<file path="src/rtl/bch_ctrl_pkg.sv">
// Shared types and constants for the BCH run sequencer: FSM states,
// stage indices and fault codes.
package bch_ctrl_pkg;

    typedef enum logic [2:0] {
        ST_IDLE  = 3'd0,
        ST_ISSUE = 3'd1,
        ST_WAIT  = 3'd2,
        ST_DONE  = 3'd3,
        ST_FAULT = 3'd4
    } state_t;

    localparam logic [1:0] STG_ENC    = 2'd0;
    localparam logic [1:0] STG_NOISE  = 2'd1;
    localparam logic [1:0] STG_ERRGEN = 2'd2;
    localparam logic [1:0] STG_DEC    = 2'd3;

    localparam logic [1:0] FLT_NONE    = 2'd0;
    localparam logic [1:0] FLT_TIMEOUT = 2'd1;
    localparam logic [1:0] FLT_CFG     = 2'd2;
    localparam logic [1:0] FLT_ABORT   = 2'd3;

    function automatic logic [3:0] stage_onehot(input logic [1:0] s);
        return 4'b0001 << s;
    endfunction

endpackage

</file>
<file path="src/rtl/bch_stage_select.sv">
// Finds the lowest enabled stage index at or above (incl=1) or strictly
// above (incl=0) the current index; none=1 when no such stage exists.
module bch_stage_select
    import bch_ctrl_pkg::*;
(
    input  logic [3:0] mask,
    input  logic [1:0] cur,
    input  logic       incl,
    output logic [1:0] nxt,
    output logic       none
);

    always_comb begin
        nxt  = cur;
        none = 1'b1;
        // Descending scan so the lowest qualifying index is the last write.
        for (int i = 3; i >= 0; i--) begin
            if (mask[i] && ((2'(i) > cur) || (incl && (2'(i) == cur)))) begin
                nxt  = 2'(i);
                none = 1'b0;
            end
        end
    end

endmodule

</file>
<file path="src/rtl/bch_flow_ctrl.sv">
// Run sequencer for the BCH test datapath: launches ENC, NOISE, ERRGEN and DEC
// in order, skipping disabled stages, with a per-stage watchdog and run stats.
module bch_flow_ctrl
    import bch_ctrl_pkg::*;
#(
    parameter int CODE_LEN       = 14,
    parameter int MAX_T          = 4,
    parameter int TIMEOUT_CYCLES = 1024,
    parameter int CNT_W          = 32
) (
    input  logic             clk,
    input  logic             rst,
    input  logic             start_i,
    input  logic             abort_i,
    input  logic             cfg_encode_en_i,
    input  logic             cfg_noise_en_i,
    input  logic             cfg_errgen_en_i,
    input  logic [7:0]       cfg_num_errors_i,
    input  logic [2:0]       cfg_t_i,
    output logic [3:0]       stg_start_o,
    input  logic [3:0]       stg_done_i,
    output logic [7:0]       err_count_o,
    output logic [3:0]       syn_count_o,
    output logic             busy_o,
    output logic             done_o,
    output logic             fault_o,
    output logic [1:0]       fault_code_o,
    output logic [1:0]       fault_stage_o,
    output logic [1:0]       cur_stage_o,
    output logic [15:0]      run_cnt_o,
    output logic [CNT_W-1:0] cycle_cnt_o,
    output logic [2:0]       dbg_state_o
);

    localparam int TMR_W = (TIMEOUT_CYCLES > 1) ? $clog2(TIMEOUT_CYCLES) : 1;
    localparam logic [TMR_W-1:0] TMR_LAST = TMR_W'(TIMEOUT_CYCLES - 1);

    state_t           state, state_n;
    logic [1:0]       stage, stage_n;
    logic [3:0]       mask_q;
    logic [TMR_W-1:0] timer;
    logic             cnt_run;

    logic       start_acc, cfg_bad, done_entry, flt_set;
    logic [1:0] flt_code;
    logic [3:0] cfg_mask;
    logic [1:0] first_idx, next_idx;
    logic       first_none, next_none;

    assign cfg_mask = {cfg_encode_en_i, cfg_errgen_en_i, cfg_noise_en_i, cfg_encode_en_i};
    assign cfg_bad  = (cfg_errgen_en_i && (cfg_num_errors_i > 8'(CODE_LEN))) ||
                      (cfg_encode_en_i && ((cfg_t_i == 3'd0) || (cfg_t_i > 3'(MAX_T))));
    assign start_acc = start_i &&
                       ((state == ST_IDLE) || (state == ST_DONE) || (state == ST_FAULT));

    bch_stage_select u_first (
        .mask (cfg_mask),
        .cur  (STG_ENC),
        .incl (1'b1),
        .nxt  (first_idx),
        .none (first_none)
    );

    bch_stage_select u_next (
        .mask (mask_q),
        .cur  (stage),
        .incl (1'b0),
        .nxt  (next_idx),
        .none (next_none)
    );

    // Stage handshake: a one-cycle stg_start_o pulse launches an engine; its
    // stg_done_i pulse is honoured only in WAIT and only for the current stage.
    always_comb begin
        state_n  = state;
        stage_n  = stage;
        flt_set  = 1'b0;
        flt_code = FLT_NONE;
        case (state)
            ST_IDLE, ST_DONE, ST_FAULT: begin
                if (start_acc) begin
                    if (cfg_bad) begin
                        state_n  = ST_FAULT;
                        stage_n  = STG_ENC;
                        flt_set  = 1'b1;
                        flt_code = FLT_CFG;
                    end else if (first_none) begin
                        state_n = ST_DONE;
                        stage_n = STG_ENC;
                    end else begin
                        state_n = ST_ISSUE;
                        stage_n = first_idx;
                    end
                end
            end
            ST_ISSUE: begin
                if (abort_i) begin
                    state_n  = ST_FAULT;
                    flt_set  = 1'b1;
                    flt_code = FLT_ABORT;
                end else begin
                    state_n = ST_WAIT;
                end
            end
            ST_WAIT: begin
                if (abort_i) begin
                    state_n  = ST_FAULT;
                    flt_set  = 1'b1;
                    flt_code = FLT_ABORT;
                end else if (stg_done_i[stage]) begin
                    if (next_none) begin
                        state_n = ST_DONE;
                    end else begin
                        state_n = ST_ISSUE;
                        stage_n = next_idx;
                    end
                end else if (timer == TMR_LAST) begin
                    state_n  = ST_FAULT;
                    flt_set  = 1'b1;
                    flt_code = FLT_TIMEOUT;
                end
            end
            default: state_n = ST_IDLE;
        endcase
    end

    assign done_entry  = (state_n == ST_DONE) && ((state != ST_DONE) || start_acc);
    assign cur_stage_o = stage;
    assign dbg_state_o = state;

    always_ff @(posedge clk or posedge rst) begin
        if (rst) begin
            state         <= ST_IDLE;
            stage         <= STG_ENC;
            mask_q        <= '0;
            timer         <= '0;
            cnt_run       <= 1'b0;
            stg_start_o   <= '0;
            err_count_o   <= '0;
            syn_count_o   <= '0;
            busy_o        <= 1'b0;
            done_o        <= 1'b0;
            fault_o       <= 1'b0;
            fault_code_o  <= FLT_NONE;
            fault_stage_o <= '0;
            run_cnt_o     <= '0;
            cycle_cnt_o   <= '0;
        end else begin
            state       <= state_n;
            stage       <= stage_n;
            stg_start_o <= (state_n == ST_ISSUE) ? stage_onehot(stage_n) : 4'b0000;
            busy_o      <= (state_n == ST_ISSUE) || (state_n == ST_WAIT);
            timer       <= (state == ST_WAIT) ? timer + 1'b1 : '0;

            // The run counter covers acceptance through the first DONE/FAULT cycle.
            if (start_acc) begin
                mask_q        <= cfg_mask;
                err_count_o   <= cfg_num_errors_i;
                syn_count_o   <= {cfg_t_i, 1'b0};
                done_o        <= 1'b0;
                fault_o       <= 1'b0;
                fault_code_o  <= FLT_NONE;
                fault_stage_o <= '0;
                cycle_cnt_o   <= CNT_W'(1);
                cnt_run       <= 1'b1;
            end else if (cnt_run) begin
                if (cycle_cnt_o != '1) begin
                    cycle_cnt_o <= cycle_cnt_o + 1'b1;
                end
                if ((state == ST_DONE) || (state == ST_FAULT)) begin
                    cnt_run <= 1'b0;
                end
            end

            if (done_entry) begin
                done_o    <= 1'b1;
                run_cnt_o <= run_cnt_o + 1'b1;
            end
            if (flt_set) begin
                fault_o       <= 1'b1;
                fault_code_o  <= flt_code;
                fault_stage_o <= stage_n;
            end
        end
    end

endmodule

</file>
<file path="config.mk">
export PLATFORM = sky130hd
export DESIGN_NAME = bch_flow_ctrl
export DESIGN_NICKNAME = d
export VERILOG_FILES = /design/src/rtl/bch_ctrl_pkg.sv /design/src/rtl/bch_stage_select.sv /design/src/rtl/bch_flow_ctrl.sv
export SDC_FILE = /design/constraint.sdc
export NUM_CORES = 1
export LEC_CHECK = 0
export CAP_MARGIN = 20
export CORE_UTILIZATION = 55
export DETAILED_ROUTE_END_ITERATION = 8
export HOLD_SLACK_MARGIN = 0.08
export PLACE_DENSITY = 0.95
export SYNTH_ARGS = -nofsm -noshare
export SYNTH_HDL_FRONTEND = slang
export SYNTH_SLANG_ARGS = --single-unit
</file>
<file path="constraint.sdc">
create_clock -name clk -period 6 [get_ports clk]
set_clock_uncertainty 0.2 [all_clocks]
set_input_delay 1.2 -clock clk [delete_from_list [all_inputs] [get_ports clk]]
set_output_delay 1.2 -clock clk [all_outputs]
set_load 0.02 [all_outputs]
</file>
; ---- Yosys cells after proc, flatten, opt, wreduce, memory -nomap -nowiden
; Index checks and enable logic that the tools add are counted.
[classes]
n_addsub = 3
order_cmp = 7
n_eq_ne = 10
shift = 1
mux = 60
reduce_logical = 23
[ops]
columns = op, n
row1 = $mux W32, 3
row2 = $mux W2, 22
row3 = $add A32 B1 Y32 const B, 1
row4 = $ne A32 B32 Y1 const B, 1
row5 = $mux W1, 22
row6 = $mux W3, 6
row7 = $add A16 B1 Y16 const B, 1
row8 = $eq A3 B2 Y1 const B, 4
row9 = $add A10 B1 Y10 const B, 1
row10 = $eq A10 B10 Y1 const B, 1
row11 = $mux W10, 1
row12 = $pmux W3 S3, 1
row13 = $gt A8 B4 Y1 const B, 1
row14 = $logic_and A1 B1 Y1, 8
row15 = $reduce_bool A2 Y1, 4
row16 = $logic_or A1 B1 Y1, 7
row17 = $eq A3 B1 Y1 const B, 2
row18 = $logic_not A3 Y1, 2
row19 = $pmux W2 S3, 1
row20 = $gt A1 B2 Y1 const A, 2
row21 = $gt A2 B2 Y1 const A, 2
row22 = $mux W4, 1
row23 = $pmux W2 S2, 1
row24 = $shl A1 B2 Y4 const A, 1
row25 = other kinds (8), 8
[word_totals]
regBits = 90
input_bits = 22
output_inout_bits = 76
elab_cells = 119

; ---- Depth between registers and ports, before layout
; Gate-level depths: netlist (run 1).
[depth]
depth_word = 13
depth_mapped = 9
ltp_nobuf = 7

; ---- Modules after synthesis
; A second synthesis (run 1) with hierarchy kept.
[unflattened]
hier_cells = 491
hier_area_um2 = 4615.7
[modules_own_cells]
columns = mod, n_inst, cells_per_inst, area_per_inst_um2, seq_area_each_um2
row1 = bch_flow_ctrl, 1, 455, 4400.5, 2227.1
row2 = bch_stage_select, 2, 18, 107.6, 0.0

; ---- Least setup slack after synthesis (run 1)
; Ideal clock, no wire load.
[synth_path]
kind = input to register
from = in cfg_num_errors_i[7]
to = reg stg_start_o[2]
setup_ns = 0.073
arrival_time_ns = 2.822
required_ns = 5.727
setup_slack_ns = 2.905
stages = 6
path_buffers = 0
path_cell_list = or4_1 -> o21ai_2 -> a21boi_1 -> o211ai_1 -> or3b_1 -> nor2b_1
[synth_via]
elab_chain_len = 8
elab_cells_between_ends = 12
cone_classes = 1 x order compare / 1 x eq/ne / 1 x shift / 7 x mux / 2 x reduce/logical
[synth_rtl]
columns = element, line_no
row1 = "start, declared", bch_flow_ctrl.sv:18  ; input logic [7:0] cfg_num_errors_i,
row2 = $gt A8 B4 Y1, bch_flow_ctrl.sv:51  ; assign cfg_bad = (cfg_errgen_en_i && (cfg_num_errors_i > 8'(CODE_LEN))) ||
row3 = $logic_and A1 B1 Y1, bch_flow_ctrl.sv:51
row4 = $logic_or A1 B1 Y1, bch_flow_ctrl.sv:51
row5 = $mux W3, bch_flow_ctrl.sv:82  ; if (cfg_bad) begin
row6 = $mux W3, bch_flow_ctrl.sv:81  ; if (start_acc) begin
row7 = $pmux W3 S3, bch_flow_ctrl.sv:79  ; case (state)
row8 = named net state_n[0], bch_flow_ctrl.sv:38  ; state_t state, state_n;
row9 = $eq A3 B1 Y1, bch_flow_ctrl.sv:151  ; stg_start_o <= (state_n == ST_ISSUE) ? stage_onehot(stage_n) : 4'b0000;
row10 = $mux W4, bch_flow_ctrl.sv:151
row11 = "end signal, assigned", bch_flow_ctrl.sv:151
row12 = "end, declared", bch_flow_ctrl.sv:20  ; output logic [3:0] stg_start_o,
; The timed path passes the listed nets, and every way through them passes these cells.
; A chain may end at the register's enable or synchronous reset.

; ---- Worst setup path after layout (run 1)
[layout_path]
from = in start_i
to = reg run_cnt_o[1]
[layout_via]
elab_chain_len = 5
elab_cells_between_ends = 6
cone_classes = 1 x eq/ne / 2 x mux / 3 x reduce/logical
[layout_rtl]
columns = element, line_no
row1 = "start, declared", bch_flow_ctrl.sv:13  ; input logic start_i,
row2 = $logic_and A1 B1 Y1 *, bch_flow_ctrl.sv:53  ; assign start_acc = start_i &&
row3 = $mux W3, bch_flow_ctrl.sv:81
row4 = $pmux W3 S3, bch_flow_ctrl.sv:79
row5 = $eq A3 B2 Y1, bch_flow_ctrl.sv:127  ; assign done_entry = (state_n == ST_DONE) && ((state != ST_DONE) || start_acc);
row6 = $logic_and A1 B1 Y1 *, bch_flow_ctrl.sv:127
row7 = "end signal, assigned", bch_flow_ctrl.sv:177  ; run_cnt_o <= run_cnt_o + 1'b1;
row8 = "end, declared", bch_flow_ctrl.sv:30  ; output logic [15:0] run_cnt_o,
; Every way passes the cells marked *; elsewhere a longest branch is shown, timed or not.

==> results of run 1 <==
power breakdown:
part           switching [mW]  internal, mW
clock network           0.232         0.209
registers              0.0754         0.661
logic                   0.222         0.171
total                   0.530          1.04
cell usage after synthesis, drive strengths merged, types with 8 or more instances:
cell type	count
and3	16
buf	8
clkbuf	9
dfrtp	89
nand2	77
nand3	40
nand4	13
nor2	55
nor3	10
o21ai	9
xnor2	31
xor2	21
placed cells by master, fill, tap and decap left out, types with 5 or more instances in the layout:
cell	instances
nor2b_1	7
clkbuf_8	10
and3_1	16
nand3b_1	6
nor4_1	7
o21ai_0	6
nor2_1	55
xnor2_1	31
nand2_1	76
and2_1	5
clkdlybuf4s50_1	96
nand4_1	12
and4_1	7
nor3_1	10
inv_1	6
dfrtp_1	89
xor2_1	21
nand3_1	38
a21oi_1	7
worst max-delay path, stage by stage:
cell and delay, ps:
clkdlybuf4s50_1 630, nor3b_1 310, o2bb2ai_1 190, a21oi_1 80, a31oi_2 690, nand2_1 240, mux2_2 330
through the flow:
step	worst slack, ps	instances	utilization (%)
4_1_cts	2410	661	72.8
2_1_floorplan	2290	461	-
3_3_place_gp	2120	645	70.1
3_5_place_dp	2090	645	70.1
5_1_grt	2220	661	72.8
6_report	2390	661	72.8
registers in the layout (all words and copies together), names as in the netlist:
signal         cells
timer             10
cur_stage_o        2
busy_o             1
fault_stage_o      2
cycle_cnt_o       32
run_cnt_o         16
err_count_o        8
dbg_state_o        3
syn_count_o        3
stg_start_o        4
done_o             1
fault_o            1
cnt_run            1
mask_q             3
fault_code_o       2
metal layers:
| layer | wire length [um] | GRT usage (%) | share of wire (%) |
|---|---|---|---|
| met2 | 5100 | 44.5 | 49 |
| met1 | 4390 | 34.7 | 42 |
| met4 | 191 | 8.73 | 1.8 |
| met3 | 717 | 5.03 | 6.9 |
| met5 | 0 | 0 | 0 |
path summary, 6_finish.rpt:
check	depth (start not counted)	to	from
max	7	run_cnt_o[1]$_DFFE_PP0P_	start_i
min reg2reg	2	err_count_o[7]$_DFFE_PP0N_	err_count_o[7]$_DFFE_PP0N_
min in group asynchronous	2	cycle_cnt_o[2]$_DFFE_PP0P_	rst
max reg2reg	7	cycle_cnt_o[4]$_DFFE_PP0P_	cycle_cnt_o[0]$_DFFE_PP0P_
min	2	err_count_o[7]$_DFFE_PP0N_	err_count_o[7]$_DFFE_PP0N_
max in group asynchronous	3	err_count_o[6]$_DFFE_PP0N_	rst
kinds of logic after synthesis:
| logic type | Yosys count |
|---|---|
| buffers and inverters | 24 |
| other | 1 |
| AO/OA/AOI/OAI | 35 |
| adder cells (fa/ha/maj) | 3 |
| flip-flops | 89 |
| XOR/XNOR | 52 |
| AND/OR/NAND/NOR | 255 |
| multiplexers | 2 |
layout make-up:
type	instances	area [um2]	share of cell area [%]
flip-flops and latches	89	2230	39.6
repair buffers	99	983	17.5
well taps	102	128	2.27
clock inverters	6	72.6	1.29
clock buffers	10	138	2.45
multi-input cells	348	2050	36.4
inverters	7	27.5	0.489
==> summary.md, run 1 <==
| Metric | Value |
|---|---|
| Outcome | `complete, no violations` |
| Count of final hold-check violations | `0` |
| Bufs on Longest Clock Path | `2` |
| Share of flip-flops with an asynchronous set or reset | `100%` |
| Final Setup Violations | `0` |
| Largest family of logic cells by synthesized area | `simple AND/OR/NAND/NOR gates` |
| Clk sink count | `89` |
| Filler instances | `525` |
| Final std cell area, no fill | `5620 um2` |
| Synthesized netlist cell count | `461` |
| EDFF count, synth | `0` |
| Num CTS Buffers | `9` |
| Tcrit/Tclk final | `60.2%` |
| Flops & latches, synth | `89` |
| Fmax | `277 MHz` |
| Placed instance area | `5410 um2` |
| Initial antenna violation count | `0` |
| IO buf count | `96` |
| Die Width | `91.2 um` |
| Leading register cell type out of synthesis | `dfrtp_1` |
| Total Neg Setup Slack | `0 ps` |
| Area grow syn2layout | `28.5%` |
| Root buffer cell | `clkbuf_8` |
| Minimum clock period | `3610 ps` |
| Worst-Margin Slew | `795 ps` |
| Largest cells by area after synthesis | `dfrtp_1 (51%), nand2_1 (6.5%), xnor2_1 (6.2%), nor2_1 (4.7%), nand3_1 (4.3%)` |
| Flop-to-flop setup slack | `3180 ps` |
| WHS | `287 ps` |
| Post-synthesis cell type count | `53` |
| Leading area contributor after synthesis | `dfrtp_1` |
| Clk_lat worst skew | `360 ps` |
| CP endpoint kind | `flip-flop` |
| Setup Crit Path Kind | `input port to flip-flop` |
| CTS-repair resized insts | `0` |
| H-tree lvl count | `3` |
| Synth Area in Simple Gates | `28.9%` |
| Synth Area in XOR/XNOR | `10.4%` |
| Fraction of layout cells with a size suffix above 1 | `5.72%` |
| Final global-route overflow total | `0` |
| Net Count, Synth | `486` |
| CTS tree | `built` |
| # IOs | `98` |
| CTS clk-pin slew, worst paths | `90 ps` |
| Routed wire length | `10400 um` |
| # DRC | `0` |
| Mux contribution to synthesized area | `0.772%` |
| CP arrival | `3660 ps` |
| Vias per cell | `5.69` |
| Die area | `8320 um2` |
| Top cell type's share of synthesized area | `50.9%` |
| HP Class | `flip-flop to flip-flop` |
| Synth Area in Adders | `0.857%` |
| Post-CTS Setup Bufs | `0` |
| CTS Hold Buffers Added | `0` |
| Leak | `2.39 nW` |
| Seq/Total Area, Yosys | `50.9%` |
| Initial Util | `56.7%` |
| Routed len/inst | `15.7 um` |
| Synthesized cell area | `4380 um2` |
| Layout net count | `579` |
| Critical Path RT | `6050 ps` |
| Routed via count | `3763` |
| Startpoint types | `input port` |
| Power Density | `279 nW/um2` |
| Max cap viols | `0` |
| N_diodes | `0` |
| Starting DRT DRC Count | `246` |
| Vias in the first global route | `3707` |
| YS warnings | `0` |
| Syn_area_per_cell | `9.50 um2` |
| Unrepaired setup endpoints after global routing | `no` |
| GRT Util Overall | `26.5%` |
| ANT nets after route | `0` |
| HPWL after DPL | `7280 um` |
| Total power draw | `1.57 mW` |
| Synth Area in Compound Gates | `5.72%` |
| Placeable Area | `7730 um2` |
| Slew Viols, Final | `0` |
| # rows | `32` |
| Placer congestion estimate | `0.875` |
| Die Height | `91.2 um` |
| Pin count of the biggest net entering global routing | `54` |
| Relative slew slack | `46.9%` |
| First-pass GRT wire length | `17500 um` |
| CP Max Fanout | `19` |
| Number of iterations in the first detailed-routing pass | `5` |
| Maximum VDD drop | `0.180 mV` |
No activity file was read; power rests on OpenSTA's default activity.
==> inputs of run 2 (changes only) <==
--- a/config.mk
+++ b/config.mk
@@ -6,10 +6,10 @@
 export NUM_CORES = 1
 export LEC_CHECK = 0
 export CAP_MARGIN = 20
-export CORE_UTILIZATION = 55
+export CORE_UTILIZATION = 51
 export DETAILED_ROUTE_END_ITERATION = 8
 export HOLD_SLACK_MARGIN = 0.08
-export PLACE_DENSITY = 0.95
+export PLACE_DENSITY = 0.9
 export SYNTH_ARGS = -nofsm -noshare
 export SYNTH_HDL_FRONTEND = slang
 export SYNTH_SLANG_ARGS = --single-unit
==> constraint.sdc (replaced) <==
create_clock -name clk -period 3.45 [get_ports clk]
set_clock_uncertainty 0.2 [all_clocks]
set_input_delay 0.69 -clock clk [delete_from_list [all_inputs] [get_ports clk]]
set_output_delay 0.69 -clock clk [all_outputs]
set_load 0.02 [all_outputs]
==> run 2 against run 1 <==
Final cell count is 0.76% higher. Worst hold slack worse by 12 ps. Sequential power is 72% higher. Register-to-register slack worse by 2500 ps. Clock-buffer cell count stayed put. Power is 72% higher. Sequential share of layout area is 0.17 points lower. Via count is 0.69% lower. Sequential cell count stayed put. Combinational power is 76% higher.
==> summary.md, run 2 (synthesis results as in run 1) <==
| Metric | Value |
|---|---|
| Outcome | `complete, no violations` |
| Layout net count | `581 (+0.35%)` |
| Power Density | `480 nW/um2 (+72%)` |
| Fmax | `351 MHz` |
| H-tree lvl count | `3 (unchanged)` |
| HP Class | `flip-flop to flip-flop` |
| Vias in the first global route | `3632 (-2.0%)` |
| Filler instances | `630 (+20%)` |
| Fraction of layout cells with a size suffix above 1 | `6.06% (+0.34 points)` |
| WHS | `275 ps (-12.1 ps)` |
| GR peak layer | `met2` |
| N_diodes | `0 (unchanged)` |
| Die Width | `94.7 um (+3.8%)` |
| Max reg flops | `32 (unchanged)` |
| Slew Viols, Final | `0 (unchanged)` |
| Placeable Area | `8260 um2 (+6.9%)` |
| Routed len/inst | `15.9 um (+1.3%)` |
| Root buffer cell | `clkbuf_8` |
| Area grow syn2layout | `29.0%` |
| # DRC | `0 (unchanged)` |
| Die Height | `94.7 um (+3.8%)` |
| Tcrit/Tclk final | `82.6%` |
| Die area | `8960 um2 (+7.7%)` |
| CTS tree | `built` |
| # IOs | `98 (unchanged)` |
| PnR worst setup slack | `599 ps (-1790 ps)` |
| Clk_lat worst skew | `350 ps (about the same)` |
| Number of iterations in the first detailed-routing pass | `5 (unchanged)` |
| CTS Hold Buffers Added | `0 (unchanged)` |
| CP endpoint kind | `flip-flop` |
| Relative slew slack | `56.4% (+9.5 points)` |
| Placed Cells | `650 (+0.78%)` |
| Startpoint types | `input port` |
| Dpl ws | `260 ps (-1830 ps)` |
| Vias per cell | `5.61 (-1.4%)` |
| Setup Crit Path Kind | `input port to flip-flop` |
| Final Util | `68.4% (-4.4 points)` |
| Pin count of the biggest net entering global routing | `58 (+7.4%)` |
| IO buf count | `96 (unchanged)` |
| Hold wc startpoint | `run_cnt_o[15]$_DFFE_PP0P_` |
| Minimum clock period | `2850 ps` |
| R2R depth | `7 (unchanged)` |
| Grt met2 use | `44.7% (+0.22 points)` |
| Met1 Usage GRT | `32.0% (-2.6 points)` |
| ANT nets after route | `0 (unchanged)` |
| Final Setup Violations | `0 (unchanged)` |
| Clk sink count | `89 (unchanged)` |
| Starting DRT DRC Count | `181 (-26%)` |
| Bufs on Longest Clock Path | `2 (unchanged)` |
| Maximum VDD drop | `0.369 mV (+110%)` |
| Unrepaired setup endpoints after global routing | `no` |
| Post-CTS Setup Bufs | `0 (unchanged)` |
| Leak | `2.40 nW (+0.60%)` |
| Leading cell type in the layout, fill and taps excluded | `clkdlybuf4s50_1` |
| Routed wire length | `10600 um (+2.0%)` |
| CP arrival | `2930 ps (-730 ps)` |
| CTS-repair resized insts | `0 (unchanged)` |
| Hold Path End | `run_cnt_o[15]$_DFFE_PP0P_` |
| Max cap viols | `0 (unchanged)` |
| Num CTS Buffers | `9 (unchanged)` |
| Worst-Margin Slew | `650 ps (-145 ps)` |
| Count of final hold-check violations | `0 (unchanged)` |
| Initial Util | `53.0% (-3.6 points)` |
| Routed via count | `3737 (-0.69%)` |
| Initial antenna violation count | `0 (unchanged)` |
| CTS clk-pin slew, worst paths | `90 ps (about the same)` |
| Total Neg Setup Slack | `0 ps (unchanged)` |
| GRT Util Overall | `25.4% (-1.1 points)` |
| # rows | `33 (+3.1%)` |
| Critical Path Slowest Stage Cell | `or4_1` |
| CP Cell Sequence | `clkdlybuf4s50_1 > or4_1 > o21ai_2 > a21boi_1 > o211ai_1 > or3b_1 > nor2b_1` |
| CP max stage delay | `590 ps (-100 ps)` |
| Reg2Reg Capture Point | `cycle_cnt_o[8]$_DFFE_PP0P_` |
| Critical path launch point | `cfg_num_errors_i[7]` |
| R2R Path Start | `cycle_cnt_o[1]$_DFFE_PP0P_` |
| Hold Path Stages | `1 (-1)` |
| Non-filler cells, final | `666 (+0.76%)` |
| Final global-route overflow total | `0 (unchanged)` |
| CP Max Fanout | `5 (-14)` |
| Biggest regs | `cycle_cnt_o: 32 flops, run_cnt_o: 16 flops, timer: 10 flops` |
| Placer congestion estimate | `0.885 (+1.2%)` |
| First-pass GRT wire length | `17600 um (+0.47%)` |
| Register bank with the most flops | `cycle_cnt_o` |
| HPWL after DPL | `7580 um (+4.1%)` |
| Commonest cells after routing, fill and taps aside | `clkdlybuf4s50_1 (96), dfrtp_1 (89), nand2_1 (76)` |
| Critical Path RT | `3530 ps (-2520 ps)` |
| Flop-to-flop setup slack | `730 ps (-2450 ps)` |
| GR Util met3 | `4.27% (-0.76 points)` |
==> run 2: worst max path at each step <==
| stage | to | depth (start not counted) |
|---|---|---|
| 6_report | stg_start_o[2]$_DFF_PP0_ | 7 |
| 5_1_grt | stg_start_o[2]$_DFF_PP0_ | 7 |
| 4_1_cts | stg_start_o[2]$_DFF_PP0_ | 7 |
| 3_5_place_dp | stg_start_o[2]$_DFF_PP0_ | 7 |
| 3_3_place_gp | stg_start_o[2]$_DFF_PP0_ | 7 |
| 2_1_floorplan | busy_o$_DFF_PP0_ | 1 |
==> run 2: cell type report <==
class / instances / area, um2 / area share, %
Clock buffer: 10 / 138 / 2.44
Clock inverter: 6 / 65.1 / 1.15
Inverter: 7 / 27.5 / 0.487
Multi-Input combinational cell: 348 / 2050 / 36.3
Sequential cell: 89 / 2230 / 39.4
Tap cell: 105 / 131 / 2.33
Timing Repair Buffer: 101 / 1010 / 17.9
==> run 2: power breakdown <==
part           leakage (nW)  total (mW)  internal, mW  switching, mW
clock network         0.103       0.742         0.356          0.386
registers              1.20        1.27          1.15          0.122
logic                  1.10       0.695         0.303          0.392
==> run 2: metal layers <==
| layer | part of all wire (%) | wire (um) |
|---|---|---|
| met5 | 0 | 0 |
| met4 | 1.1 | 119 |
| met3 | 5.2 | 555 |
| met2 | 52 | 5510 |
| met1 | 42 | 4430 |
==> run 2: worst max-delay path, delay by kind of cell <==
family	cells	cell delay, ps
buf+inv	1	430
compound gates	3	690
simple gates	3	1120
==> run 2: metrics by stage <==
stage,area [um2],power [mW]
floorplan,4380,1.66
global placement,5450,1.95
detailed placement,5450,1.99
CTS,5650,2.72
global route,5650,2.84
finish,5650,2.71
